`config.mk`:
```
export PLATFORM = sky130hd
export DESIGN_NAME = cache_fill_ctrl
export DESIGN_NICKNAME = d
export VERILOG_FILES = /design/src/rtl/cache_fill_pkg.sv /design/src/rtl/cache_fill_ctrl_fill_word_counter.sv /design/src/rtl/cache_fill_ctrl.sv
export SDC_FILE = /design/constraint.sdc
export NUM_CORES = 1
export LEC_CHECK = 0
export BUFFER_PORTS_ARGS = -buffer_cell sky130_fd_sc_hd__buf_2
export CORE_AREA = 2 2 63 65
export CTS_BUF_LIST = sky130_fd_sc_hd__clkbuf_8
export CTS_CLUSTER_DIAMETER = 150
export DETAILED_ROUTE_END_ITERATION = 16
export DIE_AREA = 0 0 65 67
export PLACE_DENSITY = 0.86
export SLEW_MARGIN = 15
export SYNTH_ARGS = -nofsm -noshare
export SYNTH_HDL_FRONTEND = slang
export SYNTH_SLANG_ARGS = --single-unit
```
`constraint.sdc`:
```
create_clock -name clk -period 5.2 [get_ports clk]
set_clock_uncertainty 0.05 [all_clocks]
set_input_delay 0.78 -clock clk [delete_from_list [all_inputs] [get_ports clk]]
set_output_delay 0.78 -clock clk [all_outputs]
set_load 0.005 [all_outputs]
```
`src/rtl/cache_fill_pkg.sv`:
```
`default_nettype none
// ============================================================================
//  Module      : cache_fill_pkg
//  Description : Shared types and constants for the cache block-fill
//                controller: FSM state encoding, block geometry and the
//                block-align mask helper.
//  Revision    : 1.0 - initial release
// ============================================================================
package cache_fill_pkg;

   // Default block geometry: 8 words of 16 bits (16-byte block).
   localparam int WORDS_PER_BLOCK = 8;
   localparam int WORD_IDX_W      = $clog2(WORDS_PER_BLOCK);
   // Byte-offset bits inside a block (word index plus the byte-in-word bit).
   localparam int BLOCK_OFFSET_W  = WORD_IDX_W + 1;

   typedef enum logic [1:0] {
      ST_IDLE   = 2'd0,
      ST_ISSUE  = 2'd1,
      ST_DRAIN  = 2'd2,
      ST_COMMIT = 2'd3
   } fill_state_t;

   // Mask that clears the low offset_w bits of an address.
   function automatic logic [31:0] block_align_mask(input int offset_w);
      return ~((32'd1 << offset_w) - 32'd1);
   endfunction

endpackage
`default_nettype wire

```
`src/rtl/cache_fill_ctrl_fill_word_counter.sv`:
```
`default_nettype none
// ============================================================================
//  Module      : fill_word_counter
//  Description : Word-index counter for a block fill. Synchronous clear has
//                priority over enable; wraps naturally at 2^WIDTH.
//  Ports       : clk, rst_n (async active-low), clear, enable,
//                count    - current word index
//                terminal - count is at its last value (all ones)
//  Revision    : 1.0 - initial release
// ============================================================================
module fill_word_counter #(
   parameter int WIDTH = 3
) (
   input  logic             clk,
   input  logic             rst_n,
   input  logic             clear,
   input  logic             enable,
   output logic [WIDTH-1:0] count,
   output logic             terminal
);

   always_ff @(posedge clk or negedge rst_n) begin
      if (!rst_n) begin
         count <= '0;
      end else if (clear) begin
         count <= '0;
      end else if (enable) begin
         count <= count + 1'b1;
      end
   end

   assign terminal = &count;

endmodule
`default_nettype wire

```
`src/rtl/cache_fill_ctrl.sv`:
```
`default_nettype none
// ============================================================================
//  Module      : cache_fill_ctrl
//  Description : Cache block-fill initiator for a multi-cycle memory with
//                one-cycle writes and pipelined reads. On a miss it issues one
//                read per cycle for every word of the block, writes each
//                returning word into the data array (counted by
//                mem_data_valid, never by a timer), then writes the tag.
//                When idle it forwards single-word write-through stores.
//  Ports       : miss_detected/miss_address - fill request (sampled in IDLE)
//                wr_req/wr_addr/wr_data/wr_ack - write-through store channel
//                fsm_busy - fill in progress
//                fill_we/fill_word/fill_data - data-array write port
//                tag_we/fill_tag_addr - tag-array write port
//                mem_* - memory interface
//  Options     : `define CRIT_WORD_FIRST_EN to issue and fill starting at the
//                missing word (critical word first), wrapping in the block.
//  Revision    : 1.0 - initial release
// ============================================================================
module cache_fill_ctrl #(
   parameter int ADDR_WIDTH      = 16,
   parameter int WORDS_PER_BLOCK = cache_fill_pkg::WORDS_PER_BLOCK
) (
   input  logic                               clk,
   input  logic                               rst_n,
   input  logic                               miss_detected,
   input  logic [ADDR_WIDTH-1:0]              miss_address,
   input  logic                               wr_req,
   input  logic [ADDR_WIDTH-1:0]              wr_addr,
   input  logic [15:0]                        wr_data,
   output logic                               wr_ack,
   output logic                               fsm_busy,
   output logic                               fill_we,
   output logic [$clog2(WORDS_PER_BLOCK)-1:0] fill_word,
   output logic [15:0]                        fill_data,
   output logic                               tag_we,
   output logic [ADDR_WIDTH-1:0]              fill_tag_addr,
   output logic                               mem_enable,
   output logic                               mem_wr,
   output logic [ADDR_WIDTH-1:0]              mem_addr,
   output logic [15:0]                        mem_data_out,
   input  logic [15:0]                        mem_data_in,
   input  logic                               mem_data_valid
);

   import cache_fill_pkg::*;

   localparam int IDX_W = $clog2(WORDS_PER_BLOCK);
   localparam int OFF_W = IDX_W + 1;
   localparam logic [ADDR_WIDTH-1:0] ALIGN_MASK = ADDR_WIDTH'(block_align_mask(OFF_W));
   localparam logic [ADDR_WIDTH-1:0] HALF_MASK  = {{(ADDR_WIDTH-1){1'b1}}, 1'b0};

   fill_state_t           state;
   fill_state_t           state_nxt;
   logic [ADDR_WIDTH-1:0] base;
   logic [IDX_W-1:0]      start;
   logic [IDX_W-1:0]      issue_cnt;
   logic [IDX_W-1:0]      rcv_cnt;
   logic                  issue_last;
   logic                  rcv_last;
   logic                  accept_miss;
   logic                  receiving;
   logic [IDX_W-1:0]      issue_idx;
   logic [IDX_W-1:0]      rcv_idx;
   logic [ADDR_WIDTH-1:0] issue_offset;

   assign accept_miss  = (state == ST_IDLE) && miss_detected;
   // Valids outside ISSUE/DRAIN are stale (e.g. a fill aborted by reset).
   assign receiving    = ((state == ST_ISSUE) || (state == ST_DRAIN)) && mem_data_valid;
   assign issue_idx    = start + issue_cnt;
   assign rcv_idx      = start + rcv_cnt;
   assign issue_offset = {{(ADDR_WIDTH-OFF_W){1'b0}}, issue_idx, 1'b0};

   fill_word_counter #(.WIDTH(IDX_W)) u_issue_cnt (
      .clk      (clk),
      .rst_n    (rst_n),
      .clear    (accept_miss),
      .enable   (state == ST_ISSUE),
      .count    (issue_cnt),
      .terminal (issue_last)
   );

   fill_word_counter #(.WIDTH(IDX_W)) u_rcv_cnt (
      .clk      (clk),
      .rst_n    (rst_n),
      .clear    (accept_miss),
      .enable   (receiving),
      .count    (rcv_cnt),
      .terminal (rcv_last)
   );

   always_ff @(posedge clk or negedge rst_n) begin
      if (!rst_n) begin
         state <= ST_IDLE;
         base  <= '0;
      end else begin
         state <= state_nxt;
         if (accept_miss) begin
            base <= miss_address & ALIGN_MASK;
         end
      end
   end

`ifdef CRIT_WORD_FIRST_EN
   // Word offset of the missing access: issue and fill rotate from here.
   always_ff @(posedge clk or negedge rst_n) begin
      if (!rst_n) begin
         start <= '0;
      end else if (accept_miss) begin
         start <= miss_address[IDX_W:1];
      end
   end
`else
   assign start = '0;
`endif

   assign fill_data     = mem_data_in;
   assign fill_tag_addr = base;

   always_comb begin
      state_nxt    = state;
      wr_ack       = 1'b0;
      fsm_busy     = 1'b0;
      fill_we      = receiving;
      fill_word    = receiving ? rcv_idx : '0;
      tag_we       = 1'b0;
      mem_enable   = 1'b0;
      mem_wr       = 1'b0;
      mem_addr     = '0;
      mem_data_out = '0;

      case (state)
         ST_IDLE: begin
            if (miss_detected) begin
               state_nxt = ST_ISSUE;
            end else if (wr_req) begin
               mem_enable   = 1'b1;
               mem_wr       = 1'b1;
               mem_addr     = wr_addr & HALF_MASK;
               mem_data_out = wr_data;
               wr_ack       = 1'b1;
            end
         end
         ST_ISSUE: begin
            fsm_busy   = 1'b1;
            mem_enable = 1'b1;
            mem_addr   = base + issue_offset;
            if (issue_last) begin
               // A zero-latency memory could complete the block here.
               state_nxt = (receiving && rcv_last) ? ST_COMMIT : ST_DRAIN;
            end
         end
         ST_DRAIN: begin
            fsm_busy = 1'b1;
            if (receiving && rcv_last) begin
               state_nxt = ST_COMMIT;
            end
         end
         ST_COMMIT: begin
            fsm_busy  = 1'b1;
            tag_we    = 1'b1;
            state_nxt = ST_IDLE;
         end
         default: begin
            state_nxt = ST_IDLE;
         end
      endcase
   end

endmodule
`default_nettype wire

```
==> flow_summary_export.csv <==
group,metric,value,unit
clock_network,ctsHoldBuffers,0,
global_routing,grt_util_met2,0.295,
cells_and_area,drive_gt1_frac,0.559,
place,place_inst,257,
synthesis,yosysSeqAreaShare,0.356,
timing,finalCritPeriodShare,0.546,
route,drc_errors,0,
place,port-buffer-count,99,
global_routing,globalRoute.busiestLayer,"met2",
floorplanning,die_y,67,um
clock_network,numCtsBuffers,3,
place,place_congestion,0.715,
route,wl_per_cell,12.7,um
cells_and_area,layoutNonFillerInstCount,261,
route,ant_nets,0,
synthesis,ys.warnings.count,0,
synthesis,ys_ff_latch,20,
global_routing,grt_overflow,0,
critical_path,crit_required,4.37,ns
power,vdd.ir_drop.worst,0.000239,V
critical_path,crit_fanout,19,
critical_path,worstSetupPathType,"reg -> out",
floorplanning,core-area,0.00361,mm^2
timing,finalSetupViolations,0,
timing,grt_setup_unrepaired,"no",
global_routing,grt.total_usage,0.147,
timing,final_hold_viol_count,0,
power,power.density,514,mW/mm^2
run_status,status,"completed",
timing,tightest_slew,0.797,ns
route,first_pass_iters,4,
place,hpwl,2610,um
cells_and_area,area.growth.synth_to_final,29.5,%
cells_and_area,finalNetCount,291,
critical_path,crit_arrival,2.01,ns
route,drt_iter0_drc,17,
timing,fmax,353,MHz
critical_path,cp-end-kind,"primary output",
timing,slew-limit-headroom,0.468,
route,drt-total-wl,3310,um
clock_network,worstSkewPairLatency,0.25,ns
global_routing,grt_max_degree,22,
clock_network,cts_tree,"done",
clock_network,h-tree-depth,1,
floorplanning,fp.dieW,65,um
floorplanning,ios,142,
timing,period_minus_slack,2.84,ns
cells_and_area,antenna_cells,0,
route,vias,1289,
hold_path,hp-class,"in -> async",
clock_network,post_cts_buffers,0,
floorplanning,initial_utilization,0.390,
synthesis,syn_avg_cell_area,10.3,um^2
timing,setup_tns,0,ns
global_routing,grt_util_met1,0.145,
synthesis,syn_area,0.00141,mm^2
route,vias_per_cell,4.94,
global_routing,met3_usage,0.0236,
clock_network,clockBufferDepth,2,
timing,report.final.slew_viol_count,0,
global_routing,antenna_found_initial,0,
floorplanning,row_count,22,
job,maxCapViolations,0,
synthesis,synth.distinct_cells,26,
power,finalPower,0.938,mW
floorplanning,die-area,0.00436,mm^2
clock_network,path_clk_slew,0.08,ns
global_routing,grt_pass1_vias,1168,
global_routing,grt_pass1_wl,5000,um
critical_path,cp-start-kind,"flip-flop",
clock_network,clock_sinks,20,
power,cellLeakagePower,1.10,nW
clock_network,cts-root-buf,"clkbuf_8",
clock_network,cts_resized,0,
synthesis,syn_inst,137,
[where the power goes]
part / total [mW] / internal [mW] / switching, mW
Clock: 0.154 / 0.103 / 0.0516
Combinational: 0.490 / 0.269 / 0.221
Sequential: 0.294 / 0.233 / 0.0604
[layout by cell type, fill, tap and decap left out, types with 2 or more instances in the layout]
cell type	instances
clkbuf_8	3
and3_1	19
mux2_2	13
a21oi_1	2
mux2i_1	2
nor2_1	5
buf_2	99
conb_1	5
inv_1	4
ha_1	8
a22o_1	15
nand2_1	5
xnor2_1	2
dfrtp_1	20
[metrics by stage]
step | util | hold WS, ns | setup slack, ns | area, um^2
after floorplan | - | 0.434 | 2.86 | 1420
after global placement | 0.486 | 0.468 | 2.58 | 1750
after detailed placement | 0.486 | 0.474 | 2.55 | 1750
after CTS | 0.506 | 0.421 | 2.33 | 1820
after global routing | 0.506 | 0.435 | 2.18 | 1820
final | 0.506 | 0.404 | 2.36 | 1820
[critical path, cell delays in order, from the launching register on]
cell     delay (ns)
dfrtp_1        0.41
inv_1          0.11
ha_1           0.25
nor2b_4        0.36
and2_4         0.32
a22o_1         0.16
buf_2          0.12
[registers in the layout, summed over array words and instances (netlist names)]
| name | cells |
|---|---|
| u_rcv_cnt.count | 3 |
| state | 2 |
| u_issue_cnt.count | 3 |
| fill_tag_addr | 12 |
[layer usage]
metal	wire length (um)	vias up	part of all wire
li1	-	607	-
met1	1230	603	0.37
met2	1710	73	0.52
met3	293	6	0.089
met4	68	0	0.021
met5	0	-	0
[synthesized netlist by cell type]
cell | count | area share
dfrtp_1 | 20 | 0.36
nor2b_4 | 1 | 0.0098
mux2i_1 | 2 | 0.014
a22o_1 | 15 | 0.093
ha_1 | 8 | 0.071
or2_2 | 1 | 0.0044
nor2b_1 | 1 | 0.0044
buf_6 | 3 | 0.024
a2111oi_0 | 1 | 0.0062
and3_1 | 19 | 0.084
buf_4 | 23 | 0.12
inv_1 | 4 | 0.011
and2_4 | 1 | 0.0062
a311oi_1 | 1 | 0.0062
nor2_1 | 5 | 0.013
conb_1 | 1 | 0.0027
nand2_1 | 5 | 0.013
xnor2_1 | 2 | 0.012
a21oi_1 | 2 | 0.0071
clkbuf_1 | 4 | 0.011
nand3_1 | 1 | 0.0036
a2bb2oi_1 | 1 | 0.0062
a211oi_1 | 1 | 0.0053
mux2_2 | 13 | 0.10
buf_2 | 1 | 0.0036
and2_1 | 1 | 0.0044
[worst paths after layout]
path	startpoint	to	slack, ns	depth (start not counted)
worst max-delay path	state[0]	mem_addr[12]	2.36	6
worst min-delay path	rst_n	fill_tag_addr[13]	0.40	1
worst max register to register	state[1]	state[1]	3.12	5
worst min register to register	fill_tag_addr[14]	fill_tag_addr[14]	0.49	1
max in group asynchronous	rst_n	state[1]	4.39	1
min in group clk	fill_tag_addr[14]	fill_tag_addr[14]	0.49	1
[final cells by class]
type	count	area, um^2
fillers	356	1780
multi-input cells	86	681
flip-flops and latches	20	500
repair buffers	99	495
well taps	48	60.1
clock buffers	3	41.3
clock inverters	1	30.0
inverters	4	15.0
[cells by family (layout without fill, tap and decap cells)]
logic type,after synthesis,count (layout),synth area share
compound gates,21,21,0.124
xor+xnor,2,2,0.0124
fa+ha+maj,8,8,0.0711
flops,20,20,0.356
mux,15,15,0.118
buf+inv,35,107,0.172
simple gates,35,35,0.144
other cells,1,5,0.00266
No activity file was read; power rests on OpenSTA's default activity.
